--- src/rtl/mul_pkg.sv ---
// rtl/mul_pkg.sv - shared state encoding for the sequential multiplier
package mul_pkg;
    localparam int STATE_W = 2;

    typedef enum logic [STATE_W-1:0] {
        IDLE  = 2'd0,
        RUN   = 2'd1,
        FIXUP = 2'd2,
        DONE  = 2'd3
    } state_t;
endpackage

--- src/rtl/adder.sv ---
// rtl/adder.sv - SIZE-bit ripple adder with carry in/out
module adder #(
    parameter int SIZE = 32
) (
    input  logic [SIZE-1:0] a,
    input  logic [SIZE-1:0] b,
    input  logic            carryIn,
    output logic [SIZE-1:0] sum,
    output logic            carryOut
);
    assign {carryOut, sum} = {1'b0, a} + {1'b0, b} + {{SIZE{1'b0}}, carryIn};
endmodule

--- src/rtl/seq_multiplier.sv ---
// rtl/seq_multiplier.sv - shift-and-add multiplier, one partial product per cycle; SEQ_MUL_SIGNED_EN adds signed operands
module seq_multiplier
    import mul_pkg::*;
#(
    parameter int SIZE = 32
) (
    input  logic              clk,
    input  logic              reset,
    input  logic              start,
    input  logic [SIZE-1:0]   multiplicand,
    input  logic [SIZE-1:0]   multiplier,
`ifdef SEQ_MUL_SIGNED_EN
    input  logic              signed_op,
`endif
    output logic              busy,
    output logic              done,
    output logic [2*SIZE-1:0] product
);
    localparam int CW = $clog2(SIZE);

    state_t          state;
    logic [SIZE-1:0] mcand;
    logic [SIZE-1:0] acc;
    logic [SIZE-1:0] mq;
    logic [CW-1:0]   count;
    logic [SIZE-1:0] sum;
    logic            carry;
    logic [SIZE-1:0] load_a;
    logic [SIZE-1:0] load_b;

    adder #(.SIZE(SIZE)) u_adder (
        .a        (acc),
        .b        (mq[0] ? mcand : {SIZE{1'b0}}),
        .carryIn  (1'b0),
        .sum      (sum),
        .carryOut (carry)
    );

`ifdef SEQ_MUL_SIGNED_EN
    logic              neg;
    logic              load_neg;
    logic [2*SIZE-1:0] negated;

    // Magnitudes as unsigned values: the most negative input maps to 2^(SIZE-1)
    assign load_a   = (signed_op && multiplicand[SIZE-1]) ? (~multiplicand + 1'b1) : multiplicand;
    assign load_b   = (signed_op && multiplier[SIZE-1])   ? (~multiplier + 1'b1)   : multiplier;
    assign load_neg = signed_op & (multiplicand[SIZE-1] ^ multiplier[SIZE-1]);
    assign negated  = ~{acc, mq} + {{(2*SIZE-1){1'b0}}, 1'b1};
`else
    assign load_a = multiplicand;
    assign load_b = multiplier;
`endif

    always_ff @(posedge clk) begin
        if (reset) begin
            state   <= IDLE;
            mcand   <= '0;
            acc     <= '0;
            mq      <= '0;
            count   <= '0;
            busy    <= 1'b0;
            done    <= 1'b0;
            product <= '0;
`ifdef SEQ_MUL_SIGNED_EN
            neg     <= 1'b0;
`endif
        end else begin
            done <= 1'b0;
            case (state)
                IDLE: begin
                    // busy also covers the done cycle, which is spent back in IDLE
                    busy <= start;
                    if (start) begin
                        mcand <= load_a;
                        acc   <= '0;
                        mq    <= load_b;
                        count <= CW'(SIZE - 1);
`ifdef SEQ_MUL_SIGNED_EN
                        neg   <= load_neg;
`endif
                        state <= RUN;
                    end
                end
                RUN: begin
                    acc   <= {carry, sum[SIZE-1:1]};
                    mq    <= {sum[0], mq[SIZE-1:1]};
                    count <= count - 1'b1;
                    if (count == '0) begin
`ifdef SEQ_MUL_SIGNED_EN
                        state <= FIXUP;
`else
                        state <= DONE;
`endif
                    end
                end
`ifdef SEQ_MUL_SIGNED_EN
                FIXUP: begin
                    if (neg) begin
                        acc <= negated[2*SIZE-1:SIZE];
                        mq  <= negated[SIZE-1:0];
                    end
                    state <= DONE;
                end
`endif
                DONE: begin
                    product <= {acc, mq};
                    done    <= 1'b1;
                    state   <= IDLE;
                end
                default: state <= IDLE;
            endcase
        end
    end
endmodule

--- config.mk ---
export PLATFORM = sky130hd
export DESIGN_NAME = seq_multiplier
export DESIGN_NICKNAME = d
export VERILOG_FILES = /design/src/rtl/mul_pkg.sv /design/src/rtl/adder.sv /design/src/rtl/seq_multiplier.sv
export SDC_FILE = /design/constraint.sdc
export NUM_CORES = 1
export LEC_CHECK = 0
export ABC_AREA = 1
export ABC_CLOCK_PERIOD_IN_PS = 3150
export BUFFER_PORTS_ARGS = -buffer_cell sky130_fd_sc_hd__buf_2
export CAP_MARGIN = 20
export CORE_MARGIN = 2
export CORE_UTILIZATION = 58
export DETAILED_ROUTE_END_ITERATION = 6
export HOLD_SLACK_MARGIN = 0.02
export PLACE_DENSITY = 0.81
export SYNTH_ARGS = -nofsm -noshare
export SYNTH_HDL_FRONTEND = slang
export SYNTH_SLANG_ARGS = --single-unit
export TNS_END_PERCENT = 1
--- constraint.sdc ---
create_clock -name clk -period 3.15 [get_ports clk]
set_clock_uncertainty 0.15 [all_clocks]
set_input_delay 0.1575 -clock clk [delete_from_list [all_inputs] [get_ports clk]]
set_output_delay 0.1575 -clock clk [all_outputs]
set_load 0.02 [all_outputs]
==> results of run 1 <==
[worst register-to-register path: stages (launching register included)]
cell and delay (ps):
dfxtp_1 380, inv_2 60, nor2_4 340, inv_2 400, o21ai_0 300, o21ai_0 150
a21oi_1 160, dlygate4sd3_1 560
[synth_stat cells, types with 4 or more instances]
master | instances | share of area (%)
dfxtp_1 | 169 | 38
clkbuf_1 | 35 | 1.5
nand3b_1 | 4 | 0.34
buf_2 | 20 | 1.1
ha_1 | 34 | 4.8
a21oi_1 | 118 | 6.7
inv_1 | 180 | 7.7
nand2_1 | 316 | 13
nor2_1 | 184 | 7.8
nand3_2 | 10 | 1.1
o21ai_0 | 168 | 9.5
nand3_1 | 38 | 2.2
nand2_2 | 14 | 0.99
inv_2 | 6 | 0.26
buf_6 | 4 | 0.51
nor3_1 | 9 | 0.51
[cell type report]
class	instances	area [µm²]
Multi-Input combinational cell	926	4430
Timing Repair Buffer	218	1510
Inverter	187	702
Sequential cell	169	3380
Fill cell	1259	4150
Clock inverter	15	185
Tap cell	188	235
Clock buffer	17	425
[registers in the layout, summed over array words and instances (netlist names)]
name / flops
acc: 32
busy: 1
count: 5
done: 1
mcand: 32
mq: 32
product: 64
state: 2
[per-stage QoR]
step | total power [mW] | util [%] | hold slack [ps] | setup WS (ps)
after floorplan | 2.70 | - | 172 | 652
after global placement | 2.84 | 63.4 | 259 | 746
after detailed placement | 2.85 | 63.4 | 266 | 720
after CTS | 5.06 | 72.4 | 218 | 663
after global routing | 5.25 | 72.4 | 301 | 417
final | 5.07 | 72.4 | 237 | 612
[cells by family (layout without fill, tap and decap cells)]
family	Yosys count	count (layout)	synth area share [%]
compound gates	304	304	17.7
fa+ha+maj	35	35	5.05
buf+inv	250	437	11.4
flops	169	169	38.4
simple gates	587	587	27.5
[layer usage]
metal  vias to the layer above  wire length (µm)  part of all wire [%]  track usage (%)
met5                         -                 0                     0                0
met4                         0               631                   2.5             11.7
met3                        55              1550                   6.2             6.32
met2                       340             11800                    47             53.3
met1                      4132             11100                    44             40.2
li1                       4584                 -                     -                -
[path summary, 6_finish.rpt]
kind,endpoint,slack [ps],startpoint
max,mq[2],610,state[0]
min,product[26],240,reset
max reg2reg,mq[2],610,state[0]
min reg2reg,state[1],310,count[4]
[where the power goes]
part	total [mW]	internal, mW	switching, mW
Clock	2.17	1.20	0.964
Combinational	0.606	0.236	0.369
Sequential	2.30	2.24	0.0593
[repair_timing]
item | in CTS | in global routing
buffers inserted | 0 | 0
hold buffers | 73 | 0
hold endpoints to repair | 65 | 0
==> metrics, run 1 <==
DP HPWL 16.1 mm; Worst Path Required 3380 ps; Die Ht 127 µm; RSZ-0062 raised after global routing no; fin crit share 80.6%; GP Congestion 0.940; Setup Viol. Count Final 0; GR Overflow Total 0; Peak Freq 0.394 GHz; commonest cells after routing, fill and taps aside nand2_1 (315), nor2_1 (184), inv_1 (180); Main synth FF type dfxtp_1; CTS tree yes; leakage power 5.46 nW; row count 45; core area 15,000 µm²; Sink Count 169; fin crit period 2540 ps; Root Buffer clkbuf_16; failing checks DRC; DRC violations left 2; remaining antenna violation count 0; worst reg2reg path depth 7; sequential-to-total area share from yosys stat 38.4%; H-tree Lvls 4; GR Util All Layers 31.6%; synthesized area 8820 µm²; dpl cell area 9540 µm²; Ys Warns 0; Layout Nets 1,621; FF+latch count, synth 169; initial antenna violation count 0; per-cell routed wire length 14.6 µm; Mean Syn Cell Area 6.55 µm²; Critical Path End Type register; Final Max Tran Viols 0; setup TNS 0 ps; kind of start point of the critical path register; Finished Layout Cells 1,720; # diodes 0; Synth-to-Final Area Change 23.4%; vias in the first global route 8,817; via/cell ratio 5.30; Distinct cells, synth 33; hold depth 4; I/O pins 133; Crit path arrival time 2770 ps; drt pass-1 iters 7; CTS buffer count 17; power per cell area 466 nW/µm²; synthesized net count 1,447; cts repair resizes 0; critical-path maximum fanout 40; I/O Buffers 132; placed cells 1,615; finished layout cell area 10,900 µm²; Setup CP Type register to register; CTS max path bufs 2; Async SR Flop Fraction 0%; Routed WL 25.1 mm; first-pass GRT wire length 41.7 mm; Max VDD drop 0.000389 V; Mapped Cells 1,345; most common cell after layout, fill and taps aside nand2_1; CP Cell Sequence inv_2, nor2_4, inv_2, o21ai_0, o21ai_0, a21oi_1, dlygate4sd3_1; Hold Vio Cnt, Final 0; layout cells sized above 1 14.4%; max cap viols 0; number of synthesized flops with an enable pin 0; Slowest Stage Delay on Critical Path 560 ps; CP max stage cell dlygate4sd3_1; CP Depth 7; Die W 127 µm; Initial Utilization 58.6%; Iteration-0 DRC Markers 685; vias post-DR 9,111; clk_lat worst skew 440 ps; Slew @ Worst Pin 858 ps; path category of the worst min-delay check primary input to register; Crit path buffers/inverters 3; status finished with violations; Clock transition at path regs 70 ps; Rel. slew slack 42.8%; largest net degree at the start of global routing 70; full die area 16,200 µm²; Largest delay share family, worst path buffers and inverters
Power figures use the tool's default switching activity.
==> run 2, diff against run 1 <==
ABC_CLOCK_PERIOD_IN_PS = 2600   (was 3150)
clock period = 2.6 ns   (was 3.15 ns; I/O delays follow)
==> run 2 against run 1 <==
Against the previous run: the flow now finishes without violations; fmax rose by 5.7%; clock power rose by 18%; via count shrank 0.74%; global-route usage shrank 0.42 points; critical endpoint is now acc[13]; highest routed layer unchanged.
==> metrics, run 2 (same netlist as run 1, synthesis figures left out) <==
leakage power 5.41 nW; CP Cell Sequence buf_12, nand2_1, inv_1, ha_1, nand2_1, inv_1, nand2_1, inv_1, a21oi_1, nand2_2, or2_2, nand3_1, a21oi_1; initial antenna violation count 0; remaining antenna violation count 0; I/O Buffers 132; Worst Path Required 2720 ps; Reg with most FFs product; row count 45; GP Congestion 0.981; drt pass-1 iters 5; CP max stage cell dfxtp_2; Slew @ Worst Pin 833 ps; Setup WS pre-CTS 136 ps; Peak Freq 0.417 GHz; full die area 16,200 µm²; Die Ht 127 µm; Sink Count 169; Finished Layout Cells 1,712; fin crit period 2400 ps; CTS max path bufs 2; # diodes 0; core area 15,000 µm²; setup TNS 0 ps; sw frac 26.8%; Slowest Stage Delay on Critical Path 370 ps; status completed; Setup Viol. Count Final 0; DRC violations left 0; GR Util All Layers 31.2%; fin crit share 92.3%; layout cells sized above 1 14.6%; Layout fillers 1,263; Clock transition at path regs 70 ps; placed cells 1,617; most common cell after layout, fill and taps aside nand2_1; switching power 1.62 mW; Int Pwr 4.44 mW; Synth-to-Final Area Change 22.3%; H-tree Lvls 4; register share of total power 45.8%; largest net degree at the start of global routing 70; first-pass GRT wire length 41.1 mm; per-cell routed wire length 14.5 µm; clock share of power 42.3%; Layout Nets 1,614; Max VDD drop 0.000461 V; clk_lat worst skew 430 ps; commonest cells after routing, fill and taps aside nand2_1 (315), nor2_1 (184), inv_1 (179); Crit path arrival time 2520 ps; Iteration-0 DRC Markers 739; final setup margin 199 ps; Die W 127 µm; Routed WL 24.9 mm; max cap viols 0; vias in the first global route 8,738; critical-path maximum fanout 31; Hold Vio Cnt, Final 0; r2r setup slk 200 ps; Initial Utilization 58.6%; vias post-DR 9,044; path category of the worst min-delay check primary input to register; Rel. slew slack 44.5%; GR Overflow Total 0; Setup CP Type register to register; DP HPWL 16.1 mm; Root Buffer clkbuf_16; Largest register FFs 64; postcts setup bufs 0; Final Max Tran Viols 0; CTS tree yes; RSZ-0062 raised after global routing no; I/O pins 133; kind of start point of the critical path register; CTS buffer count 17; power per cell area 562 nW/µm²; via/cell ratio 5.28; Hold Slack 78.8 ps; Gate power share 11.8%; Critical Path End Type register
[run 2: changes by cell type in the layout (fill, tap and decap cells not counted), sizes merged]
cell         change
dlygate4sd3      -9
clkbuf           +3
inv              -3
buf              +2
clkinv           -1
[run 2: area by class of cell]
| class | instances | area, µm² | area share, % |
|---|---|---|---|
| sequential | 169 | 3380 | 31.4 |
| tap | 188 | 235 | 2.18 |
| multi-input combinational | 926 | 4440 | 41.2 |
| timing repair buffer | 211 | 1440 | 13.3 |
| inverter | 187 | 702 | 6.51 |
| clock inverter | 11 | 139 | 1.29 |
| clock buffer | 20 | 447 | 4.14 |
[run 2: stage by stage]
stage          total power, mW  utilization [%]  instance area [µm²]
6_report                  6.07             71.7                10800
5_1_grt                   6.28             71.7                10800
4_1_cts                   6.05             71.7                10800
3_5_place_dp              3.46             63.5                 9550
3_3_place_gp              3.44             63.5                 9550
2_1_floorplan             3.27                -                 8820
[run 2: power groups by stage]
stage	Combinational, mW	Clock, mW	Sequential [mW]
floorplan	0.434	0	2.83
global placement	0.607	0	2.83
global route	0.802	2.68	2.79
finish	0.719	2.57	2.78
CTS	0.695	2.57	2.78
detailed placement	0.619	0	2.84
[run 2: what timing repair did]
item | 4_1_cts | 5_1_grt
resized for setup | 0 | 3
hold endpoints to repair | 64 | 0
hold buffers | 64 | 0
endpoints found under the setup margin | 0 | 8
[run 2: routing by layer]
layer  up-vias  wire length [µm]  track usage, %
met5         -                 0               0
met3        53              1480            5.86
met2       294             12000            53.3
met4         0               623            11.3
met1      4123             10800            39.4
li1       4574                 -               -
[run 2: path summary, 6_finish.rpt]
path / from / end / depth (start not counted)
max: mq[0] / acc[13] / 13
min: reset / product[21] / 4
max reg2reg: mq[0] / acc[13] / 13
min reg2reg: mq[9] / mq[9] / 2
[run 2: worst max-delay path, delay by kind of cell (launching register included)]
| kind | cells | cell delay [ps] |
|---|---|---|
| flops | 1 | 370 |
| simple gates | 6 | 770 |
| buf+inv | 4 | 430 |
| compound gates | 2 | 250 |
| fa+ha+maj | 1 | 280 |
